--- config.mk ---
export PLATFORM = sky130hd
export DESIGN_NAME = axis_packet_merger
export DESIGN_NICKNAME = d
export VERILOG_FILES = /design/src/rtl/axis_packet_merger.sv
export SDC_FILE = /design/constraint.sdc
export NUM_CORES = 1
export LEC_CHECK = 0
export CAP_MARGIN = 20
export CORE_MARGIN = 4
export CORE_UTILIZATION = 55
export DETAILED_ROUTE_END_ITERATION = 10
export PLACE_DENSITY = 0.79
export SLEW_MARGIN = 20
export SYNTH_ARGS = -nofsm -noshare
export SYNTH_HDL_FRONTEND = slang
export SYNTH_SLANG_ARGS = --single-unit
--- constraint.sdc ---
create_clock -name clk -period 4.9 [get_ports clk]
set_input_delay 0.98 -clock clk [delete_from_list [all_inputs] [get_ports clk]]
set_output_delay 0.98 -clock clk [all_outputs]
set_load 0.02 [all_outputs]
--- src/rtl/axis_packet_merger.sv ---
// axis_packet_merger: joins packet_count fixed-size AXI-Stream packets per
// channel into a single merged packet. Data passes through with no buffering.
// Input tlast is replaced by a merged tlast on the final beat only. One
// control FSM supervises all channels.
module axis_packet_merger #(
    parameter int CHANNELS         = 1,
    parameter int DATA_WIDTH       = 16,
    parameter bit KEEP_ENABLE      = (DATA_WIDTH > 8),
    parameter int KEEP_WIDTH       = KEEP_ENABLE ? (DATA_WIDTH + 7) / 8 : 1,
    parameter bit ID_ENABLE        = 1'b0,
    parameter bit DEST_ENABLE      = 1'b0,
    parameter bit USER_ENABLE      = 1'b0,
    parameter int ID_WIDTH         = ID_ENABLE ? 8 : 1,
    parameter int DEST_WIDTH       = DEST_ENABLE ? 8 : 1,
    parameter int USER_WIDTH       = USER_ENABLE ? 8 : 1,
    parameter int PCKT_WIDTH       = 32,
    parameter int CNT_WIDTH        = 16,
    parameter bit ALLOW_LOCKS      = 1'b1,
    parameter bit RAISE_MISALIGNED = 1'b1
) (
    input  logic                             clk,
    input  logic                             rst,
    input  logic                             operation_start,
    input  logic [PCKT_WIDTH-1:0]            packet_size,
    input  logic [CNT_WIDTH-1:0]             packet_count,
    input  logic                             external_error,
    output logic                             operation_busy,
    output logic                             operation_complete,
    output logic                             operation_error,
    input  logic [CHANNELS*DATA_WIDTH-1:0]   s_axis_tdata,
    input  logic [CHANNELS*KEEP_WIDTH-1:0]   s_axis_tkeep,
    input  logic [CHANNELS-1:0]              s_axis_tvalid,
    output logic [CHANNELS-1:0]              s_axis_tready,
    input  logic [CHANNELS-1:0]              s_axis_tlast,
    input  logic [CHANNELS*ID_WIDTH-1:0]     s_axis_tid,
    input  logic [CHANNELS*DEST_WIDTH-1:0]   s_axis_tdest,
    input  logic [CHANNELS*USER_WIDTH-1:0]   s_axis_tuser,
    output logic [CHANNELS*DATA_WIDTH-1:0]   m_axis_tdata,
    output logic [CHANNELS*KEEP_WIDTH-1:0]   m_axis_tkeep,
    output logic [CHANNELS-1:0]              m_axis_tvalid,
    input  logic [CHANNELS-1:0]              m_axis_tready,
    output logic [CHANNELS-1:0]              m_axis_tlast,
    output logic [CHANNELS*ID_WIDTH-1:0]     m_axis_tid,
    output logic [CHANNELS*DEST_WIDTH-1:0]   m_axis_tdest,
    output logic [CHANNELS*USER_WIDTH-1:0]   m_axis_tuser
);

    localparam logic [PCKT_WIDTH-1:0] PCKT_ONE = PCKT_WIDTH'(1);
    localparam logic [CNT_WIDTH-1:0]  CNT_ONE  = CNT_WIDTH'(1);

    typedef enum logic [1:0] {IDLE, RUN, DONE, ERROR} state_t;

    state_t                 state;
    logic [PCKT_WIDTH-1:0]  size_r;
    logic [CNT_WIDTH-1:0]   count_r;
    logic [PCKT_WIDTH-1:0]  beat_cnt [CHANNELS];
    logic [CNT_WIDTH-1:0]   pkt_cnt  [CHANNELS];
    logic [CHANNELS-1:0]    done;

    logic [CHANNELS-1:0]    active;
    logic [CHANNELS-1:0]    hs;
    logic [CHANNELS-1:0]    beat_last;
    logic [CHANNELS-1:0]    merged_last;
    logic [CHANNELS-1:0]    misaligned;
    logic [CHANNELS-1:0]    done_next;

    // Sideband inputs that a given configuration may not consume.
    logic unused_inputs;
    assign unused_inputs = ^{s_axis_tkeep, s_axis_tid, s_axis_tdest, s_axis_tuser, s_axis_tlast};

    assign m_axis_tdata = s_axis_tdata;

    if (KEEP_ENABLE) begin : g_keep
        assign m_axis_tkeep = s_axis_tkeep;
    end else begin : g_no_keep
        assign m_axis_tkeep = '1;
    end

    if (ID_ENABLE) begin : g_id
        assign m_axis_tid = s_axis_tid;
    end else begin : g_no_id
        assign m_axis_tid = '0;
    end

    if (DEST_ENABLE) begin : g_dest
        assign m_axis_tdest = s_axis_tdest;
    end else begin : g_no_dest
        assign m_axis_tdest = '0;
    end

    if (USER_ENABLE) begin : g_user
        assign m_axis_tuser = s_axis_tuser;
    end else begin : g_no_user
        assign m_axis_tuser = '0;
    end

    // Per-channel gating, handshake detection, merged tlast and alignment check.
    always_comb begin
        for (int ch = 0; ch < CHANNELS; ch++) begin
            active[ch]        = (state == RUN) && !done[ch];
            beat_last[ch]     = (beat_cnt[ch] == size_r - PCKT_ONE);
            merged_last[ch]   = beat_last[ch] && (pkt_cnt[ch] == count_r - CNT_ONE);
            m_axis_tvalid[ch] = s_axis_tvalid[ch] & active[ch];
            s_axis_tready[ch] = m_axis_tready[ch] & active[ch];
            m_axis_tlast[ch]  = merged_last[ch] & active[ch];
            hs[ch]            = s_axis_tvalid[ch] & m_axis_tready[ch] & active[ch];
            misaligned[ch]    = RAISE_MISALIGNED && hs[ch] && (s_axis_tlast[ch] != beat_last[ch]);
            done_next[ch]     = done[ch] | (hs[ch] & merged_last[ch]);
        end
    end

    // Control FSM with counters and registered status outputs.
    always_ff @(posedge clk or negedge rst) begin
        if (!rst) begin
            state              <= IDLE;
            size_r             <= '0;
            count_r            <= '0;
            done               <= '0;
            operation_busy     <= 1'b0;
            operation_complete <= 1'b0;
            operation_error    <= 1'b0;
            for (int ch = 0; ch < CHANNELS; ch++) begin
                beat_cnt[ch] <= '0;
                pkt_cnt[ch]  <= '0;
            end
        end else begin
            operation_complete <= 1'b0;
            case (state)
                IDLE, ERROR: begin
                    if (operation_start) begin
                        size_r  <= packet_size;
                        count_r <= packet_count;
                        done    <= '0;
                        for (int ch = 0; ch < CHANNELS; ch++) begin
                            beat_cnt[ch] <= '0;
                            pkt_cnt[ch]  <= '0;
                        end
                        if (packet_size == '0 || packet_count == '0) begin
                            state           <= ERROR;
                            operation_error <= 1'b1;
                            operation_busy  <= 1'b0;
                        end else begin
                            state           <= RUN;
                            operation_error <= 1'b0;
                            operation_busy  <= 1'b1;
                        end
                    end else if (state == ERROR && !ALLOW_LOCKS) begin
                        state           <= IDLE;
                        operation_error <= 1'b0;
                    end
                end
                RUN: begin
                    for (int ch = 0; ch < CHANNELS; ch++) begin
                        if (hs[ch]) begin
                            if (beat_last[ch]) begin
                                beat_cnt[ch] <= '0;
                                pkt_cnt[ch]  <= pkt_cnt[ch] + CNT_ONE;
                            end else begin
                                beat_cnt[ch] <= beat_cnt[ch] + PCKT_ONE;
                            end
                        end
                    end
                    done <= done_next;
                    // An abort or misalignment overrides a coincident completion.
                    if (external_error || (|misaligned)) begin
                        state           <= ERROR;
                        operation_error <= 1'b1;
                        operation_busy  <= 1'b0;
                    end else if (&done_next) begin
                        state              <= DONE;
                        operation_complete <= 1'b1;
                        operation_busy     <= 1'b0;
                    end
                end
                DONE: begin
                    state <= IDLE;
                end
                default: begin
                    state <= IDLE;
                end
            endcase
        end
    end

endmodule

==> results.yml <==
sta:
  setup_violations: 0
  hold_viol: 0
  slew_headroom_pct: 30.3
  worstMarginPinSlew_ns: 1.04
  finClkSkew_ns: 0.0117
  fin_crit_sh_pct: 97.5
  timing.fmax_ghz: 0.209
  slew_violations: 0
  rsz0062_at_grt: "no"
  min_period_ns: 4.78
die:
  core_area_mm2: 0.0121
  die_w_um: 119
  row_count: 40
  start_util_pct: 56.4
  die_y_um: 119
  pin_count: 103
  dieArea_mm2: 0.0142
cells_and_area:
  fin_util_pct: 64.3
  antenna_cells: 0
  layout-drive-gt1-share_pct: 13.3
  area_growth_pct: 14.1
  finalNetCount: 862
critical_path:
  endpoint: "m_axis_tlast"
  path_class: "register to output port"
  critPathMaxFanout: 4
  timing.rr.start: "size_r[0]$_DFFE_PN0P_"
  path_cells: "or4_4 -> or3_4 -> or4_4 -> a2bb2o_1 -> nor4_2 -> o211ai_1 -> nor4b_2 -> buf_4 -> and4b_1 -> buf_2"
  start_kind: "register"
  critical-path-top-delay-family: "simple AND/OR/NAND/NOR gates"
  reg2reg_to: "pkt_cnt[15]$_DFFE_PN0P_"
  arrival_ns: 3.80
  worstSetupStartpoint: "size_r[7]$_DFFE_PN0P_"
  crit_buf_inv: 2
  max_stage_delay_ns: 0.57
  crit_top_cell: "or4_4"
  path_depth: 10
  worst_r2r_path_depth: 12
  r2r_slack_ns: 0.76
  worstPathRequired_ns: 3.92
  cpMaxStageDelayCell: "or4_4"
  end_kind: "output port"
synthesis:
  muxShareOfSynthArea_pct: 8.72
  synth_top_cell_by_area: "dfrtp_1"
  postSynth.asyncResetShare_pct: 100
  synthDistinctLibCells: 70
  synthAdderAreaFrac_pct: 1.29
  yosysMostFrequentCell: "dfrtp_1"
  ys_warn_count: 0
  netlist_area_mm2: 0.00680
  synth_seq_area_share_pct: 37.5
  synth-xor-area-share_pct: 11.6
  synthTopCellsByCount: "dfrtp_1, nor2_1, xnor2_1, mux2_2, nand2_1"
  synth_top_area_share_pct: 37.5
  synth.area.top_cells: "dfrtp_1, mux2_2, xnor2_1, xor2_1, nor2_1"
  synthFlopType: "dfrtp_1"
  synth-simple-area-share_pct: 24.6
  ys_ff_latch: 102
  synth_compound_area_share_pct: 10.4
  synth_top_family_by_area: "simple AND/OR/NAND/NOR gates"
  synth_edf_count: 0
  synth_cells: 739
  avgSynthCellArea_um2: 9.21
outcome:
  outcome: "finished clean"
clock_network:
  cts-root-buf: "clkbuf_16"
  cts.sinks: 102
  cts_tree: "done"
  clk_path_buf_depth: 2
  post_cts_buffers: 0
  cts.clk_slew.worst_paths_ns: 0.07
  clock_latency_ns: 0.35
  holdBufCountCts: 0
  cts_buffers: 9
  h-tree-depth: 3
route:
  vias: 5751
  wire_per_inst_um: 17.3
  route.detailed.drc: 0
  ant_nets: 0
  drt_iter0_markers: 405
  vias_per_cell: 6.05
  drt_first_pass_iters: 7
  drt-total-wl_um: 16500
power:
  seqPwrFrac_pct: 36.2
  ir_drop_uv: 443
  comb_power_share_pct: 47.4
  p_clk_share_pct: 16.4
  p_per_area_mw_per_mm2: 508
  p_int_mw: 2.33
  power.switching_mw: 1.61
  swShare_pct: 40.9
  total_power_mw: 3.94
  leakage_nw: 3.00
global_routing:
  grt_pass1_vias: 5790
  antenna_found_initial: 0
  grt_max_degree: 70
  grt_pass1_wl_um: 27500
  overflow: 0
  grt_use_total_pct: 23.6
placed_design:
  port-buffer-count: 60
  place_congestion: 0.830
  dp_hpwl_um: 12400
job:
  maxCapViolCount: 0
worst_hold_path:
  hold_path.class: "register to register"
  holdCritStartpoint: "operation_busy$_DFFE_PN0P_"
## cells by family after synthesis
logic type	count (synthesis)
AOI/OAI and AO/OA	101
xor gates and xnor gates	90
adders and majority gates	7
buffers and inverters	78
DFF	102
muxes	53
other	1
and+or+nand+nor	307
## layer usage
metal | up-vias | wire (um) | track usage [%]
li1 | 2729 | - | -
met5 | - | 0 | 0
met4 | 0 | 349 | 8.54
met2 | 183 | 8310 | 40.4
met3 | 35 | 952 | 6.13
met1 | 2804 | 6860 | 28.5
## per-stage QoR
step	hold WS [ns]	setup WS [ns]	setup TNS [ns]	instances	area [um^2]
global route	0.544	0.00258	0	950	7760
floorplan	0.488	0.842	0	741	6810
detailed placement	0.491	-0.0329	-0.0329	936	7480
finish	0.507	0.123	0	950	7760
CTS	0.512	0.0509	0	950	7750
global placement	0.487	-0.0496	-0.0496	936	7480
## layout by cell type (no fill, tap or decap), types with 3 or more instances in the layout
| cell | Yosys | final |
|---|---|---|
| a21oi_1 | 20 | 20 |
| a31oi_1 | 4 | 4 |
| and2_1 | 8 | 8 |
| and3_1 | 12 | 12 |
| and4_1 | 5 | 5 |
| and4b_1 | 3 | 3 |
| buf_4 | 21 | 24 |
| clkbuf_16 | 0 | 9 |
| clkdlybuf4s50_1 | 0 | 58 |
| conb_1 | 1 | 3 |
| dfrtp_1 | 102 | 102 |
| ha_1 | 7 | 7 |
| inv_1 | 22 | 22 |
| mux2_2 | 50 | 50 |
| mux2i_1 | 3 | 3 |
| nand2_1 | 39 | 38 |
| nand2b_1 | 8 | 8 |
| nand3_1 | 35 | 35 |
| nand4_1 | 18 | 18 |
| nor2_1 | 69 | 69 |
| nor2b_1 | 5 | 5 |
| nor3_1 | 27 | 27 |
| nor3b_1 | 5 | 5 |
| nor4_1 | 25 | 24 |
| o211ai_1 | 5 | 5 |
| o21a_1 | 5 | 5 |
| o21ai_0 | 21 | 21 |
| o22ai_1 | 5 | 5 |
| o31ai_1 | 14 | 14 |
| or3_1 | 12 | 12 |
| or4_1 | 21 | 20 |
| or4_4 | 2 | 3 |
| xnor2_1 | 53 | 53 |
| xor2_1 | 37 | 37 |
## registers in the layout, indices dropped and copies added (netlist names)
register and count:
state 2, operation_error 1, operation_busy 1, size_r 32, beat_cnt 32, pkt_cnt 16, operation_complete 1, done 1
count_r 16
## cell type report
cell class              count  area (um^2)
well taps                 168          210
repair buffers             83          766
clock inverters             2         10.0
flip-flops and latches    102         2550
multi-input cells         561         3890
clock buffers              12          246
inverters                  22         82.6
fillers                   998         4300
## worst min-delay path by stage
stage | end | slack (ns) | cells after the start
2_1_floorplan | state[0]$_DFFE_PN0P_ | 0.49 | 1
3_3_place_gp | operation_busy$_DFFE_PN0P_ | 0.49 | 1
3_5_place_dp | operation_busy$_DFFE_PN0P_ | 0.49 | 1
4_1_cts | operation_busy$_DFFE_PN0P_ | 0.51 | 1
5_1_grt | operation_busy$_DFFE_PN0P_ | 0.54 | 1
6_report | operation_busy$_DFFE_PN0P_ | 0.51 | 1
## power by group through the flow
stage	registers, mW	logic, mW	clock network (mW)
after detailed placement	1.42	1.85	0
final	1.43	1.87	0.647
after global routing	1.46	2.05	0.707
after global placement	1.41	1.78	0
after floorplan	1.32	1.46	0
after CTS	1.41	1.86	0.669
## worst reg2reg max path, cell delays in order, from the launching register on
cell and delay [ns]:
dfrtp_1 0.45, inv_1 0.09, ha_1 0.16, or3b_1 0.38, or4_4 0.55, buf_4 0.18
a2111oi_2 0.42, o22ai_1 0.17, a2111oi_4 0.32, and4_4 0.33, a21boi_2 0.26, or4_1 0.58
a21oi_1 0.17
## repair_timing
| action | CTS | global route |
|---|---|---|
| setup endpoints to repair | 1 | 1 |
| pin swaps | 1 | 1 |
| resized for setup | 4 | 4 |
No activity file was read; power rests on OpenSTA's default activity.
